File: src/rtl/tx_burst_stream_if.sv
// Handshake and FIFO-write bundle for tx_burst_stream.
// The parity_o signal exists only when TX_PARITY_EN is defined.
interface tx_burst_stream_if #(
    parameter int unsigned N       = 4,
    parameter int unsigned MAX_LEN = 16
);
    localparam int unsigned L = $clog2(MAX_LEN + 1);

    logic         wr_en_i;
    logic [N-1:0] wr_data_i;
    logic         tx;
    logic [L-1:0] len_i;
    logic         ready_i;
    logic         valid_o;
    logic [N-1:0] data_o;
    logic         last_o;
    logic         busy_o;
    logic         full_o;
    logic         empty_o;
`ifdef TX_PARITY_EN
    logic         parity_o;
`endif

    // Transmitter side.
    modport master (
        input  wr_en_i, wr_data_i, tx, len_i, ready_i,
        output valid_o, data_o, last_o, busy_o, full_o, empty_o
`ifdef TX_PARITY_EN
        , output parity_o
`endif
    );

    // Producer / consumer side.
    modport slave (
        output wr_en_i, wr_data_i, tx, len_i, ready_i,
        input  valid_o, data_o, last_o, busy_o, full_o, empty_o
`ifdef TX_PARITY_EN
        , input parity_o
`endif
    );
endinterface

File: src/rtl/tx_burst_stream.sv
// Burst transmitter: buffers words in a FIFO and streams len_i of them per tx pulse
// over valid/ready. Optional even-parity output enabled by macro TX_PARITY_EN.
module tx_burst_stream #(
    parameter int unsigned N       = 4,
    parameter int unsigned DEPTH   = 8,
    parameter int unsigned MAX_LEN = 16
) (
    input logic                clk,
    input logic                rst,
    tx_burst_stream_if.master  bus
);
    localparam int unsigned L  = $clog2(MAX_LEN + 1);
    localparam int unsigned AW = $clog2(DEPTH);
    localparam int unsigned CW = AW + 1;

    typedef enum logic [1:0] {StIdle, StLoad, StValid} state_e;

    state_e         state_q;
    logic [L-1:0]   rem_q;
    logic [N-1:0]   mem_q [DEPTH];
    logic [AW-1:0]  wr_ptr_q, rd_ptr_q;
    logic [CW-1:0]  cnt_q, cnt_d;
    logic           full_q, empty_q;
    logic           valid_q, last_q, busy_q;
    logic [N-1:0]   data_q;
    logic [N-1:0]   head;
    logic           push, pop, xfer, start;

    always_comb begin
        push  = bus.wr_en_i & ~full_q;
        xfer  = valid_q & bus.ready_i;
        start = bus.tx && (bus.len_i != '0) && (bus.len_i <= L'(MAX_LEN));
        head  = mem_q[rd_ptr_q];
        pop   = 1'b0;
        unique case (state_q)
            StLoad:  pop = ~empty_q;
            // Back-to-back pop only when more words remain in the burst.
            StValid: pop = xfer & (rem_q != L'(1)) & ~empty_q;
            default: pop = 1'b0;
        endcase
        cnt_d = cnt_q + CW'(push) - CW'(pop);
    end

    always_ff @(posedge clk) begin
        if (push) begin
            mem_q[wr_ptr_q] <= bus.wr_data_i;
        end
    end

    always_ff @(posedge clk or negedge rst) begin
        if (!rst) begin
            wr_ptr_q <= '0;
            rd_ptr_q <= '0;
            cnt_q    <= '0;
            full_q   <= 1'b0;
            empty_q  <= 1'b1;
        end else begin
            if (push) wr_ptr_q <= wr_ptr_q + AW'(1);
            if (pop)  rd_ptr_q <= rd_ptr_q + AW'(1);
            cnt_q   <= cnt_d;
            full_q  <= (cnt_d == CW'(DEPTH));
            empty_q <= (cnt_d == '0);
        end
    end

    always_ff @(posedge clk or negedge rst) begin
        if (!rst) begin
            state_q <= StIdle;
            rem_q   <= '0;
            valid_q <= 1'b0;
            data_q  <= '0;
            last_q  <= 1'b0;
            busy_q  <= 1'b0;
        end else begin
            unique case (state_q)
                StIdle: begin
                    if (start) begin
                        rem_q   <= bus.len_i;
                        busy_q  <= 1'b1;
                        state_q <= StLoad;
                    end
                end
                StLoad: begin
                    if (pop) begin
                        data_q  <= head;
                        valid_q <= 1'b1;
                        last_q  <= (rem_q == L'(1));
                        state_q <= StValid;
                    end
                end
                StValid: begin
                    if (xfer) begin
                        if (rem_q == L'(1)) begin
                            valid_q <= 1'b0;
                            last_q  <= 1'b0;
                            busy_q  <= 1'b0;
                            state_q <= StIdle;
                        end else begin
                            rem_q <= rem_q - L'(1);
                            if (pop) begin
                                data_q <= head;
                                last_q <= (rem_q == L'(2));
                            end else begin
                                valid_q <= 1'b0;
                                last_q  <= 1'b0;
                                state_q <= StLoad;
                            end
                        end
                    end
                end
                default: state_q <= StIdle;
            endcase
        end
    end

`ifdef TX_PARITY_EN
    logic parity_q;

    // Every word load is a pop; a transfer without a pop always drops valid_o.
    always_ff @(posedge clk or negedge rst) begin
        if (!rst) begin
            parity_q <= 1'b0;
        end else if (pop) begin
            parity_q <= ^head;
        end else if (xfer) begin
            parity_q <= 1'b0;
        end
    end

    assign bus.parity_o = parity_q;
`endif

    assign bus.valid_o = valid_q;
    assign bus.data_o  = data_q;
    assign bus.last_o  = last_q;
    assign bus.busy_o  = busy_q;
    assign bus.full_o  = full_q;
    assign bus.empty_o = empty_q;
endmodule
File: src/flat_wrapper.sv
// flat-port wrapper written by rule: the top's interface ports become plain ports
module tx_burst_stream_flat 
#(
    parameter int unsigned N       = 4,
    parameter int unsigned DEPTH   = 8,
    parameter int unsigned MAX_LEN = 16
)
  (clk, rst, bus_wr_en_i, bus_wr_data_i, bus_tx, bus_len_i, bus_ready_i, bus_valid_o, bus_data_o, bus_last_o, bus_busy_o, bus_full_o, bus_empty_o);
  tx_burst_stream_if #(.N(N), .MAX_LEN(MAX_LEN)) bus_i ();
  input logic clk;
  input logic rst;
  input wire logic [$bits(bus_i.wr_en_i)-1:0] bus_wr_en_i;
  input wire logic [$bits(bus_i.wr_data_i)-1:0] bus_wr_data_i;
  input wire logic [$bits(bus_i.tx)-1:0] bus_tx;
  input wire logic [$bits(bus_i.len_i)-1:0] bus_len_i;
  input wire logic [$bits(bus_i.ready_i)-1:0] bus_ready_i;
  output wire logic [$bits(bus_i.valid_o)-1:0] bus_valid_o;
  output wire logic [$bits(bus_i.data_o)-1:0] bus_data_o;
  output wire logic [$bits(bus_i.last_o)-1:0] bus_last_o;
  output wire logic [$bits(bus_i.busy_o)-1:0] bus_busy_o;
  output wire logic [$bits(bus_i.full_o)-1:0] bus_full_o;
  output wire logic [$bits(bus_i.empty_o)-1:0] bus_empty_o;
  assign bus_i.wr_en_i = bus_wr_en_i;
  assign bus_i.wr_data_i = bus_wr_data_i;
  assign bus_i.tx = bus_tx;
  assign bus_i.len_i = bus_len_i;
  assign bus_i.ready_i = bus_ready_i;
  assign bus_valid_o = bus_i.valid_o;
  assign bus_data_o = bus_i.data_o;
  assign bus_last_o = bus_i.last_o;
  assign bus_busy_o = bus_i.busy_o;
  assign bus_full_o = bus_i.full_o;
  assign bus_empty_o = bus_i.empty_o;
  tx_burst_stream #(.N(N), .DEPTH(DEPTH), .MAX_LEN(MAX_LEN)) u_core (.clk(clk), .rst(rst), .bus(bus_i));
endmodule
File: config.mk
export PLATFORM = sky130hd
export DESIGN_NAME = tx_burst_stream_flat
export DESIGN_NICKNAME = d
export VERILOG_FILES = /design/src/rtl/tx_burst_stream_if.sv /design/src/rtl/tx_burst_stream.sv /design/src/flat_wrapper.sv
export SDC_FILE = /design/constraint.sdc
export NUM_CORES = 1
export LEC_CHECK = 0
export ABC_CLOCK_PERIOD_IN_PS = 3100
export CORE_ASPECT_RATIO = 0.7
export CORE_UTILIZATION = 50
export DETAILED_ROUTE_END_ITERATION = 16
export GPL_TIMING_DRIVEN = 0
export PLACE_DENSITY = 0.8
export REMOVE_ABC_BUFFERS = 1
export SKIP_CTS_REPAIR_TIMING = 1
export SLEW_MARGIN = 20
export SYNTH_ARGS = -nofsm -noshare
export SYNTH_HDL_FRONTEND = slang
export SYNTH_SLANG_ARGS = --single-unit
File: constraint.sdc
create_clock -name clk -period 3.1 [get_ports clk]
set_clock_uncertainty 0.2 [all_clocks]
set_input_delay 0.775 -clock clk [delete_from_list [all_inputs] [get_ports clk]]
set_output_delay 0.775 -clock clk [all_outputs]
set_load 0.005 [all_outputs]
; ---- Word-level counts from Yosys, hierarchy flattened
; Memory sizes are Yosys's and may differ from the RTL's.
; Cells that the tools add are included.
[word_totals]
regBits = 26
ram_bits = 32
in_bits = 14
output_inout_bits = 9
word_cells = 80
n_memories = 1
[memory_table]
columns = name, depth, width, rd, rd_ports_with_merged_regs, write_ports, line_no
row1 = u_core.mem_q, 8, 4, 1, 0, 1, tx_burst_stream.sv:20  ; logic [N-1:0] mem_q [DEPTH];
[classes]
addsub = 5
order_cmp = 1
eq_ne = 12
mux = 31
n_bitwise = 6
reduce_logical = 13
[ops]
columns = operator, count
row1 = AND reduction 4 bit, 4
row2 = 2-to-1 mux 5 bit, 3
row3 = 2-to-1 mux 1 bit, 13
row4 = 2-to-1 mux 4 bit, 3
row5 = 2-to-1 mux 2 bit, 5
row6 = one-hot mux 5 bit (2 select lines), 1
row7 = != test 2 x 1 -> 1 bit (second input constant), 4
row8 = one-hot mux 1 bit (2 select lines), 4
row9 = one-hot mux 4 bit (2 select lines), 1
row10 = adder 3 x 1 -> 3 bit (second input constant), 2
row11 = one-hot mux 2 bit (3 select lines), 1
row12 = AND reduction 3 bit, 2
row13 = == test 5 x 1 -> 1 bit (second input constant), 1
row14 = == test 5 x 2 -> 1 bit (second input constant), 1
row15 = <= comparator 5 bit (second input constant), 1
row16 = != test 5 x 1 -> 1 bit (second input constant), 1
row17 = nonzero test 5 bit, 1
row18 = subtractor 5 x 1 -> 5 bit (second input constant), 1
row19 = adder 4 x 1 -> 4 bit, 1
row20 = AND 1 bit, 4
row21 = == test 4 bit (second input constant), 1
row22 = logical NOT 4 bit, 1
row23 = nonzero test 2 bit, 2
row24 = subtractor 4 x 1 -> 4 bit, 1
row25 = 7 further kinds, 9

; ---- Longest topological paths before layout
; Gate-level depths: netlist of the first run.
[depth]
word_depth = 8
mapped_depth = 13
mapped_depth_nobuf = 12

; ---- Worst setup path after synthesis of the first run
; OpenSTA, ideal clock, no wires.
[synth_timing]
path_type = reg2reg
start = reg u_core.rem_q[1]
end = reg u_core.full_q (netlist: u_core.bus.full_o)
setup_time_ps = 73
arrival_time_ps = 2930
required_ps = 2827
setup_slack_ps = -102
stages_incl_launch_ff = 14
path_buffers = 1
cell_sequence = dfrtp_1 inv_1 ha_1 or4b_1 buf_2 and2_4 o21a_4 ha_1 inv_1 ha_1 fa_1 xor2_1 or3_1 nor2b_1
[synth_via]
elab_chain_cells = 6
[synth_rtl]
columns = element, line_no
row1 = start: declaration, tx_burst_stream.sv:19  ; logic [L-1:0] rem_q;
row2 = start signal: assignment, tx_burst_stream.sv:78  ; rem_q <= bus.len_i;
row3 = start signal: assignment, tx_burst_stream.sv:99  ; rem_q <= rem_q - L'(1);
row4 = != test 5 x 1 -> 1 bit, tx_burst_stream.sv:38  ; StValid: pop = xfer & (rem_q != L'(1)) & ~empty_q;
row5 = AND 1 bit (2 in a row), tx_burst_stream.sv:38
row6 = one-hot mux 1 bit (2 select lines), tx_burst_stream.sv:35  ; unique case (state_q)
row7 = via u_core.pop, tx_burst_stream.sv:27  ; logic push, pop, xfer, start;
row8 = subtractor 4 x 1 -> 4 bit, tx_burst_stream.sv:41  ; cnt_d = cnt_q + CW'(push) - CW'(pop);
row9 = via u_core.cnt_d[2], tx_burst_stream.sv:22  ; logic [CW-1:0] cnt_q, cnt_d;
row10 = == test 4 bit, tx_burst_stream.sv:61  ; full_q <= (cnt_d == CW'(DEPTH));
row11 = end signal: assignment, tx_burst_stream.sv:61
row12 = end: declaration, tx_burst_stream.sv:23  ; logic full_q, empty_q;
; The timed path passes the listed nets, and every way through them passes these cells.
; A chain may end at the register's enable or synchronous reset.

; ---- Worst setup path in the final report of the first run
; Same ends and word-level chain as after synthesis.

==> metrics, run 1 <==
status finished with violations; failing checks setup timing; Crit. End Element flop; DP HPWL ~3500 um; Final Cycle Share 105%; Skew-Pair Late Insertion Delay ~0.33 ns; hold crit path type input port to asynchronous set/reset pin; Max Cap Viol 0; final cell count without fillers around 300; Sw Ratio between 30% and 40%; Initial Util approximately 52%; Final setup viols 2; #FFs+latches synth a little under 60; Required @ worst endpoint roughly 3.2 ns; GR Layer Usage met2 a little under a third; nets approximately 260; Syn Area/Cell roughly 14 um2; Setup TNS -0.311 ns; Final ANT Viol Nets 0; CP max stage delay approximately 0.46 ns; Post-synth EDFFs 32; met1 Resource Use GR 23.6%; Worst VDD drop 0.439 mV; worst path bufs/invs 2; power share of the clock group a little over a fifth; CP cell instances inv_2 -> ha_4 -> or4b_4 -> and2_4 -> o21a_4 -> ha_4 -> inv_2 -> ha_4 -> fa_2 -> xor2_2 -> or3_4 -> nor2b_1; count of different cell masters after synthesis 44; Clock Sinks slightly below 60; final hold viol count 0; drt wl/cell approximately 17 um; Initial DRT Pass Iterations 4; fmax 306 MHz; internal reg-to-reg setup slack -0.17 ns; core region area 5290 um2; Area contributors post-synth edfxtp_1 35%, dfrtp_1 23%, mux4_2 6.5%, ha_1 6.4%, mux2_2 4.9%; asr flop ratio synth about 45%; clock buffer depth 2; M3 GR Usage under 10%; Placed Cells between 200 and 300; vias in the first global route between 1500 and 2000; CTS tree built; Synth Instances ~200; final WL ~5100 um; Synth Flop Type edfxtp_1; startpoint types flop; Max Slew Vio Count 0; largest net degree at the start of global routing 27; Worst-Margin Slew 0.701 ns; utilization after layout a little under two thirds; P_leak around 1.3 nW; most frequent cell after synthesis edfxtp_1; total track usage a little under a fifth; H-tree Lvls 3; Worst slew margin approximately 53%; Pint 2.30 mW; cell row count 22; Slowest-stage cell, CP or4b_4; Yosys top cell by area edfxtp_1; family with the most delay on the worst path simple AND/OR/NAND/NOR gates; Synth top area share a little over a third; I/O Buffers 22; # IOs 23; die area roughly 5800 um2; first-pass GRT wire length 7940 um; GRT Max-Usage Layer met2; most frequent cells after synthesis 32 x edfxtp_1, 25 x dfrtp_1, 14 x ha_1, 14 x inv_1, 14 x nor2_1; RSZ-0062 raised after global routing true; die extent in y 64.1 um; CTS root buffer clkbuf_8; CTS Buf Count 9; switching pwr about 1.2 mW; fraction of layout cells with a size suffix above 1 around 26%; min Tclk post-route between 3 and 4 ns; P&R area growth vs syn 21.7%; overall power between 3 and 4 mW; number of diodes 0; DR iter-0 viols 76; total number of vias ~1700; Max FO, Critical Path 3; kind of critical path flop to flop; antenna violations before repair 0; cell area after synthesis 2760 um2; Final Wtd Congestion 0.889; Residual DRC 0; Setup WS post-layout -0.168 ns; Die Wd 90.8 um; clock-pin slew on the worst setup and hold paths ~0.07 ns; power share of the combinational group around 43%; worst slack at placement -0.586 ns; Yosys warning total 0; grt ovf 0; sequential area share after synthesis ~60%; DR vias/cell 5.56; most used cell, CP ha_4; PwrDens ~1000 nW/um2; sequential share of power about 37%; Arrival @ worst endpoint roughly 3.3 ns
-- cell type report --
type	instances	area (um2)
tap	72	90.1
inverter	14	52.6
fill	391	1930
multi-input combinational	117	1140
clock buffer	10	128
clock inverter	6	81.3
timing repair buffer	27	255
sequential	58	1610
-- power by group through the flow --
stage / registers [mW] / logic, mW / clock network [mW]
2_1_floorplan: 1.22 / 0.971 / 0
3_3_place_gp: 1.27 / 1.25 / 0
3_5_place_dp: 1.29 / 1.31 / 0
4_1_cts: 1.27 / 1.32 / 0.745
5_1_grt: 1.31 / 1.64 / 0.779
6_report: 1.28 / 1.49 / 0.728
-- flip-flops by register name, indices dropped and copies added (netlist names), 2 cells and up --
signal and flops:
u_core.bus.data_o 4, u_core.state_q 2, u_core.cnt_q 4, u_core.mem_q 32, u_core.wr_ptr_q 3, u_core.rem_q 5
u_core.rd_ptr_q 3
-- kinds of logic after synthesis --
group	after synthesis	share of synthesized area (%)
AOI/OAI and AO/OA	32	9.03
muxes	23	12.7
adders and majority gates	15	7.08
xor gates and xnor gates	7	2.22
DFF	58	58.5
and+or+nand+nor	40	7.53
buffers and inverters	21	2.95
-- per-layer routing --
layer	share of wire (%)	routed length, um
met5	0	0
met2	49	2510
met3	5.6	287
met1	44	2270
met4	1.3	68
-- placed cells by master (no fill, tap or decap), drive strengths merged, types with 3 or more instances in the layout --
| master | count |
|---|---|
| buf | 6 |
| mux4 | 8 |
| inv | 14 |
| clkdlybuf4s50 | 20 |
| a21oi | 8 |
| nand2b | 3 |
| o2bb2ai | 3 |
| xnor2 | 3 |
| nor2 | 14 |
| dfrtp | 25 |
| clkbuf | 10 |
| ha | 14 |
| nor2b | 4 |
| o21ai | 4 |
| xor2 | 4 |
| a221oi | 4 |
| edfxtp | 32 |
| mux2 | 13 |
| a2bb2oi | 4 |
| clkinv | 3 |
| nand2 | 6 |
-- through the flow --
step	hold WS, ns	cell area (um2)
3_3_place_gp	0.289	3040
3_5_place_dp	0.304	3030
4_1_cts	0.257	3240
6_report	0.248	3360
2_1_floorplan	0.279	2730
5_1_grt	0.271	3360
-- worst register-to-register path: cells and delay by family (launching register included) --
kind / cells / cell delay (ns)
fa+ha+maj: 4 / 0.90
compound gates: 1 / 0.24
buf+inv: 2 / 0.13
simple gates: 4 / 1.17
flops: 1 / 0.40
xor+xnor: 1 / 0.16
-- worst paths after layout --
check | startpoint | to | cells past startpoint
max in group asynchronous | rst | u_core.rem_q[2] | 1
worst max register to register | u_core.rem_q[1] | u_core.bus.full_o | 12
worst min register to register | u_core.bus.data_o[2] | u_core.bus.data_o[2] | 1
worst min-delay path | rst | u_core.bus.busy_o | 1
min in group clk | u_core.bus.data_o[2] | u_core.bus.data_o[2] | 1
worst max-delay path | u_core.rem_q[1] | u_core.bus.full_o | 12
Power figures use the tool's default switching activity.
==> run 2: changes to the inputs <==
SETUP_SLACK_MARGIN = 0.4   (was not set)
==> run 2 against run 1 <==
  * The run still ends with setup timing left
  * Combinational power up 3%
  * Count of clock-buffer cells in the layout did not move
  * Sequential share of layout area down 0.50 points
  * Worst hold slack got worse by 0.0093 ns
  * Via count grew 2.2%
  * First-iteration DRC count up 33%
  * Setup slack worse by 0.0094 ns
  * Register-to-register slack barely moved
  * Final area rose by 1.0%
  * Final cell count did not move
  * Largest cell class unchanged
==> metrics, run 2 (same netlist as run 1, synthesis figures left out) <==
status finished with violations; failing checks setup timing; Arrival @ worst endpoint 3.34 ns (+0.02 ns); Final setup viols 2 (unchanged); vias in the first global route 1669 (unchanged); FF-to-FF Start u_core.rem_q[1]; CP max stage delay 0.47 ns (about the same); Initial DRT Pass Iterations 4 (unchanged); RSZ-0062 raised after global routing true; cells on worst reg2reg path 12 (unchanged); die extent in y 64.1 um (unchanged); Area after DPL 3030 um2 (unchanged); Max FO, Critical Path 3 (unchanged); fmax 305 MHz (-0.29%); fraction of layout cells with a size suffix above 1 28.0% (+2.2 points); total track usage 19.1% (unchanged); clock buffer depth 2 (unchanged); Worst slew margin 58.5% (+5.5 points); H-tree Lvls 3 (unchanged); family with the most delay on the worst path simple AND/OR/NAND/NOR gates; largest net degree at the start of global routing 27 (unchanged); Max Slew Vio Count 0 (unchanged); core region area 5290 um2 (unchanged); min Tclk post-route 3.28 ns (+0.00943 ns); Max Cap Viol 0 (unchanged); Final ANT Viol Nets 0 (unchanged); startpoint types flop; biggest regs u_core.mem_q (32), u_core.rem_q (5); most frequent cells in the layout 32 x edfxtp_1, 25 x dfrtp_1, 20 x clkdlybuf4s50_1, 13 x nor2_1; Residual DRC 0 (unchanged); Initial Util 52.2% (unchanged); Worst VDD drop 0.444 mV (+1.2%); max reg flops 32 (unchanged); I/O Buffers 22 (unchanged); PwrDens 1050 nW/um2 (+0.32%); most used cell, CP ha_4; die area 5820 um2 (unchanged); Post-Layout Inst Area 3390 um2 (+1.0%); Largest Register u_core.mem_q; Die Wd 90.8 um (unchanged); nets 256 (unchanged); CTS Buf Count 9 (unchanged); P&R area growth vs syn 23.0%; CTS root buffer clkbuf_8; Skew-Pair Late Insertion Delay 0.33 ns (about the same); first-pass GRT wire length 7940 um (unchanged); Final Wtd Congestion 0.889 (unchanged); most common cell after layout, fill and taps aside edfxtp_1; CTS tree built; internal reg-to-reg setup slack -0.18 ns (about the same); Final Cycle Share 106% (+0.30 points); grt ovf 0 (unchanged); final hold viol count 0 (unchanged); total number of vias 1729 (+2.2%); Worst-Margin Slew 0.623 ns (-0.0777 ns); # IOs 23 (unchanged); cell row count 22 (unchanged); final WL 5230 um (+1.9%); kind of critical path flop to flop; Setup WS post-layout -0.177 ns (-0.00943 ns); number of diodes 0 (unchanged); Crit. End Element flop; DR iter-0 viols 101 (+33%); DR vias/cell 5.69 (+2.2%); Clock Sinks 58 (unchanged); P_leak 1.29 nW (+0.89%); clock-pin slew on the worst setup and hold paths 0.07 ns (about the same); overall power 3.55 mW (+1.4%); DP HPWL 3530 um (unchanged); worst path bufs/invs 2 (unchanged); antenna violations before repair 0 (unchanged); hold crit path type input port to asynchronous set/reset pin; CP cell instances inv_2 -> ha_4 -> or4b_4 -> and2_4 -> o21a_4 -> ha_4 -> inv_2 -> ha_4 -> fa_2 -> xor2_2 -> or3_4 -> nor2b_1; Slowest-stage cell, CP or4b_4; worst r2r dst u_core.bus.full_o; Required @ worst endpoint 3.16 ns (about the same); drt wl/cell 17.2 um (+1.9%)
[run 2: cell counts in the layout (fill, tap and decap cells not counted)]
No cell type changed its count.
[run 2: stage by stage]
step	setup WS [ns]	hold slack, ns	TNS (ns)	instances	util, %
floorplan	-0.0952	0.279	-0.170	189	-
global placement	-0.551	0.289	-1.49	283	57.5
detailed placement	-0.586	0.304	-1.65	283	57.4
CTS	-0.329	0.257	-0.643	299	61.4
global route	-0.270	0.271	-0.513	304	64.2
finish	-0.177	0.238	-0.329	304	64.2
[run 2: area by class of cell]
type / instances / area (um2)
Fill cell: 386 / 1890
Sequential cell: 58 / 1610
Multi-Input combinational cell: 117 / 1170
Timing Repair Buffer: 27 / 255
Clock buffer: 10 / 128
Tap cell: 72 / 90.1
Clock inverter: 6 / 81.3
Inverter: 14 / 52.6
[run 2: per-layer routing]
| metal | GRT usage (%) | part of all wire (%) |
|---|---|---|
| met5 | 0 | 0 |
| met4 | 9.27 | 1.9 |
| met3 | 6.07 | 6.4 |
| met2 | 30.8 | 48 |
| met1 | 23.6 | 43 |
[run 2: power by group]
| group | switching, mW | leakage (nW) | internal, mW |
|---|---|---|---|
| clock network | 0.287 | 0.104 | 0.447 |
| registers | 0.231 | 0.591 | 1.05 |
| logic | 0.708 | 0.595 | 0.819 |
[run 2: how the worst max path moves through the flow]
stage	start	to	slack (ns)	depth (start not counted)
4_1_cts	u_core.rem_q[1]	u_core.bus.full_o	-0.33	12
2_1_floorplan	u_core.rem_q[1]	u_core.bus.full_o	-0.1	12
5_1_grt	u_core.rem_q[1]	u_core.bus.full_o	-0.27	12
6_report	u_core.rem_q[1]	u_core.bus.full_o	-0.18	12
3_3_place_gp	bus_ready_i	u_core.bus.full_o	-0.55	11
3_5_place_dp	bus_ready_i	u_core.bus.full_o	-0.59	11
[run 2: worst reg2reg max path, delay by kind of cell (launching register included)]
kind                       cells  cell delay [ns]
and+or+nand+nor                4             1.18
adders and majority gates      4             0.90
DFF                            1             0.40
AOI/OAI and AO/OA              1             0.24
xor gates and xnor gates       1             0.16
buffers and inverters          2             0.13
==> run 3: changes to the inputs <==
CORE_UTILIZATION = 44   (was 50)
HOLD_SLACK_MARGIN = 0.08   (was not set)
PLACE_DENSITY = 0.73   (was 0.8)
==> run 3 against run 2 <==
  * The run still ends with setup timing left
  * Critical path depth is the same
  * Sequential share of layout area grew 0.68 points
  * Non-clock buffer count is the same
  * Sequential cell count is the same
  * Sequential power is essentially flat
  * Worst hold slack lost 0.0013 ns
==> metrics, run 3 (same netlist as run 1, synthesis figures left out) <==
status finished with violations; failing checks setup timing; worst slack at placement -0.624 ns (-0.0384 ns); biggest regs u_core.mem_q (32), u_core.rem_q (5); total number of vias 1680 (-2.8%); DR vias/cell 5.47 (-3.8%); Required @ worst endpoint 3.15 ns (about the same); Final setup viols 2 (unchanged); die area 6590 um2 (+13%); cell row count 23 (+4.5%); DP HPWL 3460 um (-2.1%); Final Wtd Congestion 0.763 (-14%); P&R area growth vs syn 21.3%; clock buffer depth 2 (unchanged); startpoint types flop; most common cell after layout, fill and taps aside edfxtp_1; # IOs 23 (unchanged); total track usage 17.0% (-2.1 points); Max Slew Vio Count 0 (unchanged); Skew-Pair Late Insertion Delay 0.33 ns (about the same); FF-to-FF Start u_core.rem_q[1]; wl on met1 2410 um (+6.6%); grt ovf 0 (unchanged); Max Cap Viol 0 (unchanged); fraction of layout cells with a size suffix above 1 25.9% (-2.2 points); clock-pin slew on the worst setup and hold paths 0.07 ns (about the same); final WL 5140 um (-1.7%); Worst-Margin Slew 0.618 ns (-0.00520 ns); final hold viol count 0 (unchanged); Largest Register u_core.mem_q; CTS tree built; I/O Buffers 22 (unchanged); internal reg-to-reg setup slack -0.14 ns (+0.04 ns); RSZ-0062 raised after global routing true; Area after DPL 3040 um2 (+0.12%); first-pass GRT wire length 8290 um (+4.3%); P_leak 1.26 nW (-2.0%); kind of critical path flop to flop; die extent in y 68.2 um (+6.4%); DR iter-0 viols 97 (-4.0%); fmax 309 MHz (+1.3%); min Tclk post-route 3.24 ns (-0.0419 ns); H-tree Lvls 3 (unchanged); top layer in use met4; Final ANT Viol Nets 0 (unchanged); most frequent cells in the layout 32 x edfxtp_1, 25 x dfrtp_1, 20 x clkdlybuf4s50_1, 13 x nor2_1; vias in the first global route 1638 (-1.9%); Final Cycle Share 104% (-1.4 points); CTS root buffer clkbuf_8; cells on worst reg2reg path 12 (unchanged); Clock Sinks 58 (unchanged); Initial DRT Pass Iterations 4 (unchanged); drt wl/cell 16.7 um (-2.6%); Setup WS post-layout -0.135 ns (+0.0419 ns); Worst VDD drop 0.374 mV (-16%); met2 routed WL 2370 um (-6.3%); worst r2r dst u_core.bus.full_o; CTS Buf Count 9 (unchanged); Max FO, Critical Path 3 (unchanged); core region area 5870 um2 (+11%); Crit. End Element flop; Worst slew margin 58.7% (+0.26 points); Die Wd 96.6 um (+6.5%); nets 256 (unchanged); Residual DRC 0 (unchanged); number of diodes 0 (unchanged); Arrival @ worst endpoint 3.29 ns (-0.05 ns); antenna violations before repair 0 (unchanged); hold crit path type input port to asynchronous set/reset pin; max reg flops 32 (unchanged); Initial Util 47.0% (-5.2 points); Post-Layout Inst Area 3340 um2 (-1.4%); largest net degree at the start of global routing 27 (unchanged); PwrDens 1010 nW/um2 (-2.9%); met3 wire length 289 um (-14%)
-- run 3: where the power goes --
| part | switching, mW | total [mW] | internal, mW | leakage (nW) |
|---|---|---|---|---|
| clock | 0.263 | 0.577 | 0.314 | 0.0790 |
| sequential | 0.224 | 1.28 | 1.05 | 0.591 |
| combinational | 0.708 | 1.54 | 0.831 | 0.594 |
| total | 1.19 | 3.39 | 2.20 | 1.26 |
-- run 3: how the worst max path moves through the flow --
stage | startpoint | depth (start not counted) | slack, ns | to
4_1_cts | u_core.rem_q[1] | 12 | -0.39 | u_core.bus.empty_o
6_report | u_core.rem_q[1] | 12 | -0.14 | u_core.bus.full_o
3_5_place_dp | bus_ready_i | 11 | -0.62 | u_core.bus.empty_o
5_1_grt | u_core.rem_q[1] | 12 | -0.20 | u_core.bus.full_o
2_1_floorplan | u_core.rem_q[1] | 12 | -0.1 | u_core.bus.full_o
3_3_place_gp | bus_ready_i | 11 | -0.58 | u_core.bus.empty_o
-- run 3: layout make-up --
class,instances,area (um2)
tap,75,93.8
clock buffer,16,160
multi-input combinational,117,1170
fill,476,2530
sequential,58,1610
inverter,14,52.6
timing repair buffer,27,255
-- run 3: per-stage QoR --
step	utilization (%)	power, mW	hold WS (ns)	cells	TNS, ns
after global placement	51.8	2.52	0.293	286	-1.55
after global routing	57.0	3.63	0.279	307	-0.384
final	57.0	3.39	0.237	307	-0.252
after detailed placement	51.7	2.58	0.300	286	-1.63
after CTS	54.5	3.17	0.259	302	-0.757
after floorplan	-	2.20	0.279	189	-0.170
-- run 3: worst max-delay path, cell delays in order (launching register included) --
cell and delay, ns:
dfrtp_1 0.40, inv_2 0.10, ha_4 0.13, or4b_4 0.46, and2_4 0.20, o21a_4 0.22, ha_4 0.26, inv_2 0.04
ha_4 0.16, fa_2 0.37, xor2_2 0.16, or3_4 0.34, nor2b_1 0.13
-- run 3: layer usage --
metal  track usage (%)  vias up
met5                 0        -
met4              6.16        0
met3              6.44        5
met2              25.5       45
met1              22.9      839
li1                  -      791
